### config.mk
export PLATFORM = sky130hd
export DESIGN_NAME = viterbi_param_decoder
export DESIGN_NICKNAME = d
export VERILOG_FILES = /design/src/rtl/viterbi_param_decoder.sv
export SDC_FILE = /design/constraint.sdc
export NUM_CORES = 1
export LEC_CHECK = 0
export ABC_AREA = 1
export ABC_CLOCK_PERIOD_IN_PS = 12300
export BUFFER_PORTS_ARGS = -buffer_cell sky130_fd_sc_hd__buf_2
export CORE_UTILIZATION = 28
export CTS_CLUSTER_DIAMETER = 40
export DETAILED_ROUTE_END_ITERATION = 12
export PLACE_DENSITY = 0.54
export REMOVE_ABC_BUFFERS = 1
export SYNTH_ARGS = -nofsm -noshare
export SYNTH_HDL_FRONTEND = slang
export SYNTH_SLANG_ARGS = --single-unit
### constraint.sdc
create_clock -name clock -period 12.3 [get_ports clock]
set_clock_uncertainty 0.2 [all_clocks]
set_input_delay 1.23 -clock clock [delete_from_list [all_inputs] [get_ports clock]]
set_output_delay 1.23 -clock clock [all_outputs]
set_load 0.02 [all_outputs]
### src/rtl/viterbi_param_decoder.sv
// viterbi_param_decoder: hard-decision Viterbi decoder for rate 1/N codes.
// Register-exchange survivors, min-normalised metrics and a sync monitor.
module viterbi_param_decoder #(
    parameter int N = 2,
    parameter int K = 3,
    parameter logic [N*K-1:0] G = 6'b111101,
    parameter int W = 8,
    parameter int D = 15,
    parameter int SYNC_WIN = 64,
    parameter int SYNC_THR = 16
) (
    input  logic         clock,
    input  logic         reset,
    input  logic [N-1:0] Rx,
    input  logic         seq_ready,
    output logic         Dx,
    output logic         oe,
    output logic         sync_error
);
    localparam int S  = 1 << (K - 1);
    localparam int BW = $clog2(N + 1);
    localparam int CW = $clog2(D + 1);
    localparam int WW = $clog2(SYNC_WIN + 1);

    localparam logic [W-1:0]  PM_INIT   = W'(1 << (W - 2));
    localparam logic [CW-1:0] CNT_FIRST = CW'(D - 1);
    localparam logic [CW-1:0] CNT_MAX   = CW'(D);
    localparam logic [WW-1:0] WIN_LAST  = WW'(SYNC_WIN - 1);

    logic [W-1:0]  pm       [S];
    logic [D-1:0]  surv     [S];
    logic [W-1:0]  pm_new   [S];
    logic [D-1:0]  surv_new [S];
    logic [W-1:0]  m;
    logic [K-2:0]  best;
    logic [CW-1:0] cnt;
    logic [15:0]   acc;
    logic [16:0]   acc_sum;
    logic [WW-1:0] wcnt;

    // Hamming distance between Rx and the code bits of one trellis branch.
    function automatic logic [BW-1:0] branch_metric(
        input logic [N-1:0] rx,
        input logic [K-1:0] taps_in
    );
        logic [BW-1:0] sum;
        sum = '0;
        for (int j = 0; j < N; j++) begin
            sum = sum + BW'(rx[j] ^ (^(G[j*K +: K] & taps_in)));
        end
        return sum;
    endfunction

    // Metric plus branch cost, clamped at all-ones instead of wrapping.
    function automatic logic [W-1:0] sat_add(
        input logic [W-1:0]  a,
        input logic [BW-1:0] b
    );
        logic [W:0] t;
        t = {1'b0, a} + (W+1)'(b);
        return t[W] ? '1 : t[W-1:0];
    endfunction

    // One ACS unit per destination state; ties resolve to the predecessor ending in 0.
    for (genvar i = 0; i < S; i++) begin : g_acs
        localparam logic [K-2:0] NS = (K-1)'(i);
        localparam logic [K-2:0] P0 = {NS[K-3:0], 1'b0};
        localparam logic [K-2:0] P1 = {NS[K-3:0], 1'b1};
        localparam logic         U  = NS[K-2];

        logic [W-1:0] c0;
        logic [W-1:0] c1;
        logic         sel;
        logic [D-1:0] src;

        assign c0          = sat_add(pm[P0], branch_metric(Rx, {U, P0}));
        assign c1          = sat_add(pm[P1], branch_metric(Rx, {U, P1}));
        assign sel         = c1 < c0;
        assign pm_new[i]   = sel ? c1 : c0;
        assign src         = sel ? surv[P1] : surv[P0];
        assign surv_new[i] = {src[D-2:0], U};
    end

    // Smallest new metric and the lowest-index state that reaches it.
    always_comb begin
        m    = pm_new[0];
        best = '0;
        for (int i = 1; i < S; i++) begin
            if (pm_new[i] < m) begin
                m    = pm_new[i];
                best = (K-1)'(i);
            end
        end
    end

    assign acc_sum = {1'b0, acc} + 17'(m);

    // Trellis state, output strobe and sync window; all hold while seq_ready is low.
    always_ff @(posedge clock) begin
        if (reset) begin
            for (int i = 0; i < S; i++) begin
                pm[i]   <= (i == 0) ? '0 : PM_INIT;
                surv[i] <= '0;
            end
            cnt        <= '0;
            acc        <= '0;
            wcnt       <= '0;
            oe         <= 1'b0;
            Dx         <= 1'b0;
            sync_error <= 1'b0;
        end else begin
            oe <= 1'b0;
            if (seq_ready) begin
                for (int i = 0; i < S; i++) begin
                    pm[i]   <= pm_new[i] - m;
                    surv[i] <= surv_new[i];
                end
                if (cnt >= CNT_FIRST) begin
                    oe <= 1'b1;
                    Dx <= surv_new[best][D-1];
                end
                if (cnt != CNT_MAX) begin
                    cnt <= cnt + 1'b1;
                end
                if (wcnt == WIN_LAST) begin
                    sync_error <= acc_sum > 17'(SYNC_THR);
                    acc        <= '0;
                    wcnt       <= '0;
                end else begin
                    acc  <= acc_sum[16] ? '1 : acc_sum[15:0];
                    wcnt <= wcnt + 1'b1;
                end
            end
        end
    end

endmodule

Word-level counts from Yosys, hierarchy flattened --
Memory sizes are Yosys's and may differ from the RTL's. Index checks and enable logic that the tools add are counted.
Word-level totals: bits in registers 30, latch bits 0, memory bits (writable) 92, bits in read-only memories 0, bits of input ports 5, output and inout port bits 3, memories kept 2
Memories:
- surv | depth 4, width 15, rd ports 4, clocked after Yosys merged registers in 0, wr ports 4, line 31 | logic [D-1:0] surv [S];
- pm | depth 4, width 8, rd ports 4, clocked after Yosys merged registers in 0, wr ports 4, line 30 | logic [W-1:0] pm [S];
Operators by class: add/sub/neg operators 19, $mul 0, div/mod/pow operators 0, magnitude comparators 10, equal/unequal tests 2, shift-type cells 0, mux-type cells 42, bitwise logic cells 12, reduce and logical (&&, ||, !) cells 4
Operators with widths (count):
- 2-to-1 mux 8 bit | 19
- 2-to-1 mux 15 bit | 6
- adder 8 x 2 -> 9 bit | 8
- < comparator 8 bit | 7
- 2-to-1 mux 14 bit | 4
- 2-to-1 mux 16 bit | 2
- subtractor 8 bit | 4
- binary-select mux 15 bit (select 2 bit) | 1
- adder 16 x 8 -> 17 bit | 1
- greater-than comparator 17 x 5 -> 1 bit, second input constant | 1
- adder 1 x 1 -> 2 bit | 4
- OR 1 bit | 8
- adder 7 x 1 -> 7 bit, second input constant | 1
- equality test 7 x 6 -> 1 bit, second input constant | 1
- 2-to-1 mux 1 bit | 7
- 2-to-1 mux 7 bit | 1
- AND reduction 2 bit | 3
- adder 4 x 1 -> 4 bit, second input constant | 1
- >= comparator 4 bit, second input constant | 1
- 2-to-1 mux 2 bit | 2
- inequality test 4 bit, second input constant | 1
- >= comparator 3 bit, second input constant | 1
- inverter 1 bit | 3
- inverter 2 -> 3 bit | 1
- OR reduction 2 bit | 1

Longest topological paths before layout --
Gate-level depths: netlist of the first run.
word-level depth 16, depth in mapped cells 65, depth with buffers taken out 64

Worst setup path after synthesis of the first run --
Ideal clock, no wire load.
path kind input to register, from input port Rx[0], to register acc[14], arrival 10.748 ns, data required time 11.840 ns, path slack 1.093 ns, stages 55, path buffers 3, cells stage by stage inv_1 -> ha_1 -> inv_1 -> ha_1 -> inv_1 -> o21ai_0 -> nand2_1 -> nor2_1 -> inv_1 -> o21ai_0 -> nand3_1 -> ha_1 -> nand2_1 -> nor2_1 -> a211oi_1 -> nand2_4 -> inv_1 -> clkbuf_1 -> [19 not listed] -> a211oi_1 -> nand2_4 -> o21ai_0 -> ha_1 -> inv_1 -> fa_1 -> nand3b_1 -> nand2_1 -> a21o_1 -> a21oi_1 -> o21ai_0 -> inv_1 -> nor3_1 -> nand3_1 -> xor2_1 -> inv_1 -> o21ai_0 -> o21ai_0
Between the ends: word-level cells in the longest chain between the ends 15, elaborated cells between the ends (all ways) 38, classes of those cells add/sub (13); order compare (7); mux (17); bitwise (1)
RTL lines:
- from (decl) | line 14 | input logic [N-1:0] Rx,
- inverter 1 bit (no line)
- adder 1 x 1 -> 2 bit | line 49 | sum = sum + BW'(rx[j] ^ (^(G[j*K +: K] & taps_in)));
- adder 8 x 2 -> 9 bit | line 60 | t = {1'b0, a} + (W+1)'(b);
- 2-to-1 mux 8 bit | line 61 | return t[W] ? '1 : t[W-1:0];
- < comparator 8 bit | line 78 | assign sel = c1 < c0;
- 2-to-1 mux 8 bit | line 79 | assign pm_new[i] = sel ? c1 : c0;
- < comparator 8 bit | line 89 | if (pm_new[i] < m) begin
- 2-to-1 mux 8 bit | line 89
- < comparator 8 bit | line 89
- 2-to-1 mux 8 bit | line 89
- < comparator 8 bit | line 89
- 2-to-1 mux 8 bit * | line 89
- adder 16 x 8 -> 17 bit * | line 96 | assign acc_sum = {1'b0, acc} + 17'(m);
- 2-to-1 mux 16 bit * | line 130 | acc <= acc_sum[16] ? '1 : acc_sum[15:0];
- 2-to-1 mux 16 bit * | line 125 | if (wcnt == WIN_LAST) begin
- to (signal assigned) | line 130
- to (decl) | line 37 | logic [15:0] acc;
Mark *: on every way between the ends. The rest lies on a longest branch, timed or not. A chain may end at the register's enable or synchronous reset.

Final worst setup path of the first run --
from input port Rx[0], to register sync_error
Between the ends: word-level cells in the longest chain between the ends 14, elaborated cells between the ends (all ways) 37, classes of those cells add/sub (13); order compare (8); mux (15); bitwise (1)
RTL lines:
- inverter 1 bit (no line)
- adder 1 x 1 -> 2 bit | line 49
- adder 8 x 2 -> 9 bit | line 60
- 2-to-1 mux 8 bit | line 61
- < comparator 8 bit | line 78
- 2-to-1 mux 8 bit | line 79
- < comparator 8 bit | line 89
- 2-to-1 mux 8 bit | line 89
- < comparator 8 bit | line 89
- 2-to-1 mux 8 bit | line 89
- < comparator 8 bit | line 89
- 2-to-1 mux 8 bit * | line 89
- adder 16 x 8 -> 17 bit * | line 96
- greater-than comparator 17 x 5 -> 1 bit * | line 126 | sync_error <= acc_sum > 17'(SYNC_THR);
- to (signal assigned) | line 126
- to (decl) | line 18 | output logic sync_error
Marks and branches as above.

==> impl_results.md, run 1 <==
- Fraction of synthesized cell area in xor and xnor cells: 3.01%
- Dominant combinational cell family by area after synthesis: simple AND/OR/NAND/NOR gates
- Area of the core region: 34600 sq um
- # clock sinks: 114
- Leading register cell type out of synthesis: sky130_fd_sc_hd__edfxtp_1
- Slew at the pin closest to its max-slew limit: 1.13 ns
- Synthesized area per cell: 7.20 sq um
- Post-route setup slack: 0.958 ns
- Largest area contributor in the netlist: sky130_fd_sc_hd__edfxtp_1
- Die Height: 190 um
- I/O pin cnt: 8
- DRC Markers: 0
- Simple-gate share of the synthesized area: 28.6%
- Combined area of all synthesized cells: 9880 sq um
- Number of distinct library cells after synthesis: 48
- Result of the run: finished, final reports clean
- Signal arrival time at the worst endpoint: 11.45 ns
- Area of placed instances: 10400 sq um
- WP data required: 12.41 ns
- Delay of the slowest cell on the worst path: 0.41 ns
- Crit end category: flip-flop
- Setup TNS: 0 ns
- Period minus WS final: 11.34 ns
- Layout cells sized above 1: 9.22%
- Met1 track demand over resource: 21.0%
- Slew margin rel.: 24.9%
- Worst Path Class, Setup: input pin to flip-flop
- Cell with the most instances after synthesis: sky130_fd_sc_hd__nand2_1
- Fmax: 0.0882 GHz
- Worst Path Max Fanout: 19
- Area added between synthesis and finish: 11.7%
- Initial core utilization: 28.5%
- Flops & latches, synth: 114
- Adder-cell area share of the yosys netlist: 13.3%
- Clock network latency to the later pin of the worst-skew pair: 0.42 ns
- Clock transition time at the flip-flop clock pins of the worst setup and hold paths: 0.06 ns
- Number of DRC markers in iteration 0: 711
- CTS hold repair buffers: 0
- Remaining number of nets flagged by the antenna check after routing: 0
- Die Footprint: 36000 sq um
- Minimum setup slack after placement: 0.127 ns
- Maxcap violations: 0
- Final hold violations: 0
- Via count of the first global-routing pass: 8260
- Nature of the critical path startpoint: input pin
- Detailed Place HPWL: 20600 um
- Filler Cells Inserted: 3719
- Multiplexer fraction of the synthesized cell area: 0%
- Yosys Warn Count: 0
- Detail-routed via count per cell: 4.77
- Clock root cell: sky130_fd_sc_hd__clkbuf_16
- Pin count of the biggest net entering global routing: 73
- Final setup fails: 0
- Mapped Cells: 1372
- Post-route clock period utilization: 92.2%
- Number of levels in the clock H-tree: 4
- Hold WC Path Type: flip-flop to flip-flop
- Global placer's final weighted congestion: 0.907
- Detailed Routing Iterations Pass 1: 6
- Top-area cell type share of the netlist area: 25.2%
- Sequential area share after synthesis: 31.5%
- Antenna violations before repair: 0
- Final Net Count: 1484
- Final Cell Area: 11000 sq um
- Buffers inserted during post-CTS setup optimization: 0
- Global routing usage on met2: 24.8%
- Clk buf depth: 2
- Grt peak-use layer: met2
- Met3 capacity usage during global routing: 2.69%
- Via count of the routed design: 8792
- Post-Route Utilization: 31.9%
- Most area-consuming cells after synthesis: sky130_fd_sc_hd__edfxtp_1 25%, sky130_fd_sc_hd__ha_1 13%, sky130_fd_sc_hd__nand2_1 9.2%, sky130_fd_sc_hd__o21ai_0 8.3%, sky130_fd_sc_hd__nor2_1 7.4%
- TritonCTS Buffers: 17
- # port buffers: 7
- Slowest cell on the critical path: sky130_fd_sc_hd__fa_1
- CTS tree: yes
- Commonest cells in the netlist: 242 x sky130_fd_sc_hd__nand2_1, 194 x sky130_fd_sc_hd__nor2_1, 169 x sky130_fd_sc_hd__inv_1
- Global-route total usage across every layer: 15.4%
- Share of async-settable or async-resettable flops after synthesis: 0%
- Per-cell routed wire length: 14.5 um
- RSZ-0062 raised after global routing: false
- CTS-repair resized insts: 0
- Row Count: 68
- Total congestion overflow: 0
- First-pass GRT wire length: 43200 um
- Area fraction in compound gates after synthesis: 15.0%
- Routed wire length: 26700 um
- Antenna diode count: 0
- Width of the die: 190 um
- Cell seen most often among critical-path stages: sky130_fd_sc_hd__inv_1
- Number of max-slew violations in the final report: 0
- Number of flops mapped to enable cells by yosys: 83
[placed cells by master, fill, tap and decap left out, types with 4 or more instances in the layout]
| master | n |
|---|---|
| sky130_fd_sc_hd__a31oi_1 | 5 |
| sky130_fd_sc_hd__nand3_2 | 8 |
| sky130_fd_sc_hd__clkbuf_16 | 17 |
| sky130_fd_sc_hd__xnor2_1 | 11 |
| sky130_fd_sc_hd__ha_1 | 100 |
| sky130_fd_sc_hd__nor2_2 | 6 |
| sky130_fd_sc_hd__inv_1 | 169 |
| sky130_fd_sc_hd__nor4_1 | 4 |
| sky130_fd_sc_hd__o21ai_0 | 161 |
| sky130_fd_sc_hd__nor3_1 | 24 |
| sky130_fd_sc_hd__edfxtp_1 | 83 |
| sky130_fd_sc_hd__nand2_2 | 23 |
| sky130_fd_sc_hd__a211oi_1 | 8 |
| sky130_fd_sc_hd__inv_6 | 6 |
| sky130_fd_sc_hd__nand2_4 | 18 |
| sky130_fd_sc_hd__o21bai_1 | 6 |
| sky130_fd_sc_hd__buf_2 | 7 |
| sky130_fd_sc_hd__nor2_1 | 193 |
| sky130_fd_sc_hd__nand3b_1 | 4 |
| sky130_fd_sc_hd__xor2_1 | 23 |
| sky130_fd_sc_hd__buf_4 | 10 |
| sky130_fd_sc_hd__o21ai_1 | 7 |
| sky130_fd_sc_hd__o21a_1 | 4 |
| sky130_fd_sc_hd__inv_2 | 13 |
| sky130_fd_sc_hd__nand3_1 | 89 |
| sky130_fd_sc_hd__nand4_1 | 8 |
| sky130_fd_sc_hd__nand2_1 | 241 |
| sky130_fd_sc_hd__dfxtp_1 | 31 |
| sky130_fd_sc_hd__a21oi_1 | 65 |
[final cells by class]
type	instances	area [sq um]	share of cell area, %
clock buffer	17	425	3.85
clock inverter	15	171	1.55
timing repair buffer	17	110	0.998
sequential	114	3110	28.2
inverter	186	704	6.38
multi-input combinational	1040	5940	53.8
tap	455	569	5.16
[worst max-delay path, delay by kind of cell]
family                   cells  cell delay (ns)
AO/OA/AOI/OAI               16             3.67
adder cells (fa/ha/maj)      8             2.50
AND/OR/NAND/NOR             18             2.50
buffers and inverters       11             1.38
XOR/XNOR                     1             0.15
[logic make-up (layout without fill, tap and decap cells)]
group | after synthesis | after routing
AND/OR/NAND/NOR | 628 | 628
buffers and inverters | 218 | 235
flip-flops | 114 | 114
adder cells (fa/ha/maj) | 103 | 103
AO/OA/AOI/OAI | 275 | 275
XOR/XNOR | 34 | 34
[layer usage]
metal	wire length [um]	vias to the layer above
li1	-	4591
met5	0	-
met4	422	0
met3	976	23
met2	12000	173
met1	13300	4005
[worst paths after layout]
check	endpoint	slack, ns	start	cells past startpoint
max reg2reg	sync_error$_SDFFE_PP0P_	1.94	pm[0][1]$_SDFFCE_PN0P_	51
min reg2reg	wcnt[6]$_SDFFE_PP0P_	0.27	wcnt[6]$_SDFFE_PP0P_	2
min	wcnt[6]$_SDFFE_PP0P_	0.27	wcnt[6]$_SDFFE_PP0P_	2
max	sync_error$_SDFFE_PP0P_	0.96	Rx[0]	54
[flip-flops by register name, indices dropped and copies added, names as in the netlist]
signal	flops
acc	16
cnt	4
surv	52
sync_error	1
pm	32
wcnt	7
oe	1
Dx	1
[through the flow]
| stage | hold WS, ns | std cells |
|---|---|---|
| after floorplan | 0.245 | 1340 |
| after global placement | 0.264 | 1812 |
| after detailed placement | 0.262 | 1812 |
| after CTS | 0.275 | 1844 |
| after global routing | 0.296 | 1844 |
| final | 0.272 | 1844 |
Power of run 1 is not shown: default switching activity piles up to over one toggle a cycle in this logic, so the estimate is an artifact.
==> run 2, diff against run 1 <==
Settings changed: CORE_ASPECT_RATIO set to 1.4.
==> run 2 against run 1 <==
Compared with the run above: first-iteration DRC count decreased by 22%; maximum frequency grew 2.2%; largest cell class unchanged; sequential share of layout area about the same; critical path type unchanged; cell count is 0.27% higher.
==> impl_results.md, run 2 (synthesis gave the netlist of run 1 again) <==
- Final hold violations: 0 (unchanged)
- I/O pin cnt: 8 (unchanged)
- TritonCTS Buffers: 17 (unchanged)
- Delay of the slowest cell on the worst path: 0.42 ns (about the same)
- Result of the run: finished, final reports clean
- Die Footprint: 36100 sq um (about the same)
- Antenna violations before repair: 0 (unchanged)
- Most frequent cells in the layout: 241 x sky130_fd_sc_hd__nand2_1, 193 x sky130_fd_sc_hd__nor2_1, 168 x sky130_fd_sc_hd__inv_1
- Clock network latency to the later pin of the worst-skew pair: 0.44 ns (+0.02 ns)
- Pin count of the biggest net entering global routing: 71 (-2.7%)
- Clock transition time at the flip-flop clock pins of the worst setup and hold paths: 0.06 ns (about the same)
- R2r startpoint: pm[0][1]$_SDFFCE_PN0P_
- Number of levels in the clock H-tree: 4 (unchanged)
- Cell seen most often among critical-path stages: sky130_fd_sc_hd__inv_1
- Timing startpoint of the critical path: Rx[0]
- Final Cell Area: 11000 sq um (about the same)
- Detailed Place HPWL: 22100 um (+7.0%)
- Max reg flops: 52 (unchanged)
- Largest registers: surv x52, pm x32, acc x16
- Area of the core region: 34900 sq um (+0.68%)
- Most common cell after layout, fill and taps aside: sky130_fd_sc_hd__nand2_1
- Via count of the routed design: 8868 (+0.86%)
- Remaining number of nets flagged by the antenna check after routing: 0 (unchanged)
- Width of the die: 161 um (-15%)
- Worst slack on hold paths: 0.271 ns (-0.00139 ns)
- # clock sinks: 114 (unchanged)
- Number of max-slew violations in the final report: 0 (unchanged)
- Per-cell routed wire length: 15.3 um (+5.8%)
- Die Height: 224 um (+18%)
- Signal arrival time at the worst endpoint: 11.23 ns (-0.22 ns)
- Global-route total usage across every layer: 16.4% (+1.0 points)
- Reg-to-Reg End: sync_error$_SDFFE_PP0P_
- Worst Path Class, Setup: input pin to flip-flop
- Clk buf depth: 2 (unchanged)
- Worst r2r path cells: 51 (unchanged)
- Fmax: 0.0901 GHz (+2.2%)
- Global placer's final weighted congestion: 0.940 (+3.7%)
- Row Count: 81 (+19%)
- WP data required: 12.43 ns (+0.02 ns)
- Nature of the critical path startpoint: input pin
- RSZ-0062 raised after global routing: false
- Period minus WS final: 11.10 ns (-0.242 ns)
- Post-Route Utilization: 31.7% (-0.19 points)
- First-pass GRT wire length: 45700 um (+5.8%)
- Area of placed instances: 10400 sq um (about the same)
- Final setup fails: 0 (unchanged)
- Worst setup path endpoint: sync_error$_SDFFE_PP0P_
- DRC Markers: 0 (unchanged)
- Slew margin rel.: 26.3% (+1.4 points)
- Total congestion overflow: 0 (unchanged)
- Via count of the first global-routing pass: 8663 (+4.9%)
- Final Net Count: 1488 (+0.27%)
- Routed wire length: 28300 um (+6.1%)
- Layout cells sized above 1: 9.33% (+0.12 points)
- Detailed Routing Iterations Pass 1: 10 (+4)
- Minimum setup slack among reg-to-reg paths: 2.26 ns (+0.32 ns)
- Post-route clock period utilization: 90.2% (-2.0 points)
- Worst Path Max Fanout: 19 (unchanged)
- Detail-routed via count per cell: 4.80 (+0.59%)
- Register bank with the most flops: surv
- Number of DRC markers in iteration 0: 555 (-22%)
- Setup TNS: 0 ns (unchanged)
- Antenna diode count: 0 (unchanged)
- Clock root cell: sky130_fd_sc_hd__clkbuf_16
- Slowest cell on the critical path: sky130_fd_sc_hd__fa_1
- CTS hold repair buffers: 0 (unchanged)
- Initial core utilization: 28.3% (-0.19 points)
- # port buffers: 7 (unchanged)
- Hold WC Path Type: flip-flop to flip-flop
- Crit end category: flip-flop
- Area added between synthesis and finish: 11.8% (about the same)
- Slew at the pin closest to its max-slew limit: 1.11 ns (-0.0214 ns)
- Maxcap violations: 0 (unchanged)
- CTS tree: yes
-- run 2: cell count changes in the layout (fill, tap and decap cells not counted), sizes merged --
| cell | previous run | this run |
|---|---|---|
| inv | 190 | 181 |
| clkinv | 6 | 14 |
| buf | 17 | 21 |
| clkbuf | 17 | 18 |
-- run 2: worst min-delay path by stage --
stage | startpoint | to | slack (ns) | cells past startpoint
finish | wcnt[6]$_SDFFE_PP0P_ | wcnt[6]$_SDFFE_PP0P_ | 0.27 | 2
global placement | wcnt[6]$_SDFFE_PP0P_ | wcnt[6]$_SDFFE_PP0P_ | 0.26 | 2
CTS | wcnt[6]$_SDFFE_PP0P_ | wcnt[6]$_SDFFE_PP0P_ | 0.28 | 2
detailed placement | wcnt[6]$_SDFFE_PP0P_ | wcnt[6]$_SDFFE_PP0P_ | 0.27 | 2
floorplan | surv[2][0]$_SDFFE_PP1P_ | surv[2][0]$_SDFFE_PP1P_ | 0.25 | 2
global route | acc[6]$_SDFFE_PP0P_ | acc[6]$_SDFFE_PP0P_ | 0.30 | 2
-- run 2: final cells by class --
type / instances / area [sq um]
clock inverters: 14 / 141
repair buffers: 21 / 140
inverters: 186 / 708
well taps: 456 / 571
fillers: 3792 / 23800
multi-input cells: 1040 / 5940
flip-flops and latches: 114 / 3110
clock buffers: 18 / 429
-- run 2: metal layers --
metal	up-vias	track usage (%)	wire length, um
met5	-	0	0
met1	4097	18.0	11700
met4	0	6.91	787
li1	4581	-	-
met3	46	2.21	704
met2	144	31.1	15200
-- run 2: critical path, delay by kind of cell --
kind,cells,cell delay [ns]
AOI/OAI and AO/OA,15,3.30
adders and majority gates,8,2.58
xor gates and xnor gates,1,0.16
buffers and inverters,11,1.31
and+or+nand+nor,19,2.64
-- run 2: what timing repair did --
action / CTS / global route
buffers inserted: 0 / 3
resized for setup: 0 / 4
endpoints found under the setup margin: 0 / 12
-- run 2: metrics by stage --
step | cells | setup slack, ns
after floorplan | 1340 | 1.16
after global placement | 1814 | 0.652
after detailed placement | 1814 | 0.410
after CTS | 1846 | 0.852
after global routing | 1849 | 0.0531
final | 1849 | 1.20
Power of run 2 is left out for the same reason.
==> run 3, diff against run 2 <==
Settings changed: PLACE_DENSITY 0.54 to 0.48.
==> run 3 against run 2 <==
Compared with the run above: non-clock buffer count fell by 1; count of clock-buffer cells in the layout fell by 1; first-iteration DRC count fell by 17%; core utilization barely moved; via count fell by 1.3%; design area barely moved; sequential share of layout area barely moved; hold slack barely moved; die area did not move; global-route usage barely moved; wire length rose by 0.28%; flip-flop and latch count did not move; highest routed layer unchanged.
==> impl_results.md, run 3 (synthesis gave the netlist of run 1 again) <==
- Delay of the slowest cell on the worst path: 0.42 ns (about the same)
- Crit end category: flip-flop
- Most frequent cells in the layout: 241 x sky130_fd_sc_hd__nand2_1, 193 x sky130_fd_sc_hd__nor2_1, 169 x sky130_fd_sc_hd__inv_1
- Nature of the critical path startpoint: input pin
- Fmax: 0.0900 GHz (about the same)
- Area of the core region: 34900 sq um (unchanged)
- I/O pin cnt: 8 (unchanged)
- Remaining number of nets flagged by the antenna check after routing: 0 (unchanged)
- Clock transition time at the flip-flop clock pins of the worst setup and hold paths: 0.06 ns (about the same)
- Width of the die: 161 um (unchanged)
- Via count of the first global-routing pass: 8640 (-0.27%)
- Setup TNS: 0 ns (unchanged)
- Total area of multi-input combinational cells: 5940 sq um (unchanged)
- Routed wire length: 28400 um (+0.28%)
- Hold WC Path Type: flip-flop to flip-flop
- Clock root cell: sky130_fd_sc_hd__clkbuf_16
- Area added between synthesis and finish: 11.9% (about the same)
- Pin count of the biggest net entering global routing: 70 (-1.4%)
- First-pass GRT wire length: 45600 um (-0.21%)
- Die Footprint: 36100 sq um (unchanged)
- Non-Filler Instances: 1848 (-0.054%)
- Detailed Place HPWL: 22200 um (+0.30%)
- Die Height: 224 um (unchanged)
- Final hold violations: 0 (unchanged)
- WP data required: 12.42 ns (about the same)
- Signal arrival time at the worst endpoint: 11.23 ns (about the same)
- # port buffers: 7 (unchanged)
- Count of buffer and inverter cells on the critical path: 12 (+1)
- Area taken by flip-flops and latches: 3110 sq um (unchanged)
- Row Count: 81 (unchanged)
- # clock sinks: 114 (unchanged)
- Detailed Routing Iterations Pass 1: 6 (-4)
- CTS tree: yes
- Initial core utilization: 28.3% (unchanged)
- Placed insts: 1816 (+0.11%)
- Worst Path Max Fanout: 19 (unchanged)
- Clock network latency to the later pin of the worst-skew pair: 0.43 ns (about the same)
- Filler Cells Inserted: 3796 (+0.11%)
- Register bank with the most flops: surv
- Slew margin rel.: 28.8% (+2.4 points)
- Worst Path Class, Setup: input pin to flip-flop
- Maxcap violations: 0 (unchanged)
- Result of the run: finished, final reports clean
- DRC Markers: 0 (unchanged)
- Via count of the routed design: 8757 (-1.3%)
- Post-Route Utilization: 31.7% (about the same)
- Layout cells sized above 1: 9.12% (-0.21 points)
- Detail-routed via count per cell: 4.74 (-1.2%)
- Global placer's final weighted congestion: 0.910 (-3.2%)
- Period minus WS final: 11.11 ns (+0.00522 ns)
- Clk buf depth: 2 (unchanged)
- TritonCTS Buffers: 17 (unchanged)
- Kind of cell with the highest combined delay on the critical path: compound AO/OA/AOI/OAI gates
- Final Net Count: 1487 (-0.067%)
- RSZ-0062 raised after global routing: false
- Slowest cell on the critical path: sky130_fd_sc_hd__fa_1
- Largest registers: surv x52, pm x32, acc x16
- Global-route total usage across every layer: 16.4% (+0.026 points)
- Buffers inserted during post-CTS setup optimization: 0 (unchanged)
- Final setup fails: 0 (unchanged)
- Number of levels in the clock H-tree: 4 (unchanged)
- Total congestion overflow: 0 (unchanged)
- Slew at the pin closest to its max-slew limit: 1.07 ns (-0.0364 ns)
- Antenna violations before repair: 0 (unchanged)
- Per-cell routed wire length: 15.4 um (+0.33%)
- Max reg flops: 52 (unchanged)
- Antenna diode count: 0 (unchanged)
- Number of max-slew violations in the final report: 0 (unchanged)
- Number of DRC markers in iteration 0: 459 (-17%)
- Cell seen most often among critical-path stages: sky130_fd_sc_hd__inv_1
- Most common cell after layout, fill and taps aside: sky130_fd_sc_hd__nand2_1
- Post-route clock period utilization: 90.3% (about the same)
run 3: repair_timing:
action                                  4_1_cts  5_1_grt
gates resized for setup                       0        7
endpoints found under the setup margin        0       17
hold buffers                                  0        0
run 3: path summary, 6_finish.rpt:
kind	from	end	slack [ns]	depth (start not counted)
setup / recovery	Rx[0]	sync_error$_SDFFE_PP0P_	1.19	57
hold / removal	wcnt[6]$_SDFFE_PP0P_	wcnt[6]$_SDFFE_PP0P_	0.27	2
setup reg to reg	pm[0][1]$_SDFFCE_PN0P_	sync_error$_SDFFE_PP0P_	2.11	55
hold reg to reg	wcnt[6]$_SDFFE_PP0P_	wcnt[6]$_SDFFE_PP0P_	0.27	2
run 3: worst reg2reg max path: cells and delay by family, from the launching register on:
| family | cells | cell delay (ns) |
|---|---|---|
| AOI/OAI and AO/OA | 15 | 2.69 |
| buffers and inverters | 9 | 1.48 |
| adders and majority gates | 6 | 1.85 |
| and+or+nand+nor | 23 | 3.02 |
| xor gates and xnor gates | 2 | 0.39 |
| DFF | 1 | 0.47 |
run 3: per-stage QoR:
stage,hold WS (ns),setup WS [ns],area [sq um]
floorplan,0.245,1.16,9740
global placement,0.260,0.530,10500
detailed placement,0.263,0.196,10500
CTS,0.272,0.633,11000
global route,0.292,0.0621,11100
finish,0.270,1.19,11100
run 3: layout make-up:
class                           count  area share, %
Clock buffer                       17           3.85
Clock inverter                     15           1.48
Inverter                          186           6.37
Multi-Input combinational cell   1040           53.8
Sequential cell                   114           28.2
Tap cell                          456           5.16
Timing Repair Buffer               20           1.20
run 3: per-layer routing:
metal | share of wire (%) | vias to the layer above | track usage (%)
met2 | 52 | 124 | 30.8
li1 | - | 4594 | -
met4 | 3.5 | 0 | 7.73
met1 | 42 | 3992 | 17.8
met5 | 0 | - | 0
met3 | 2.6 | 47 | 2.62
Power of run 3 is left out for the same reason.
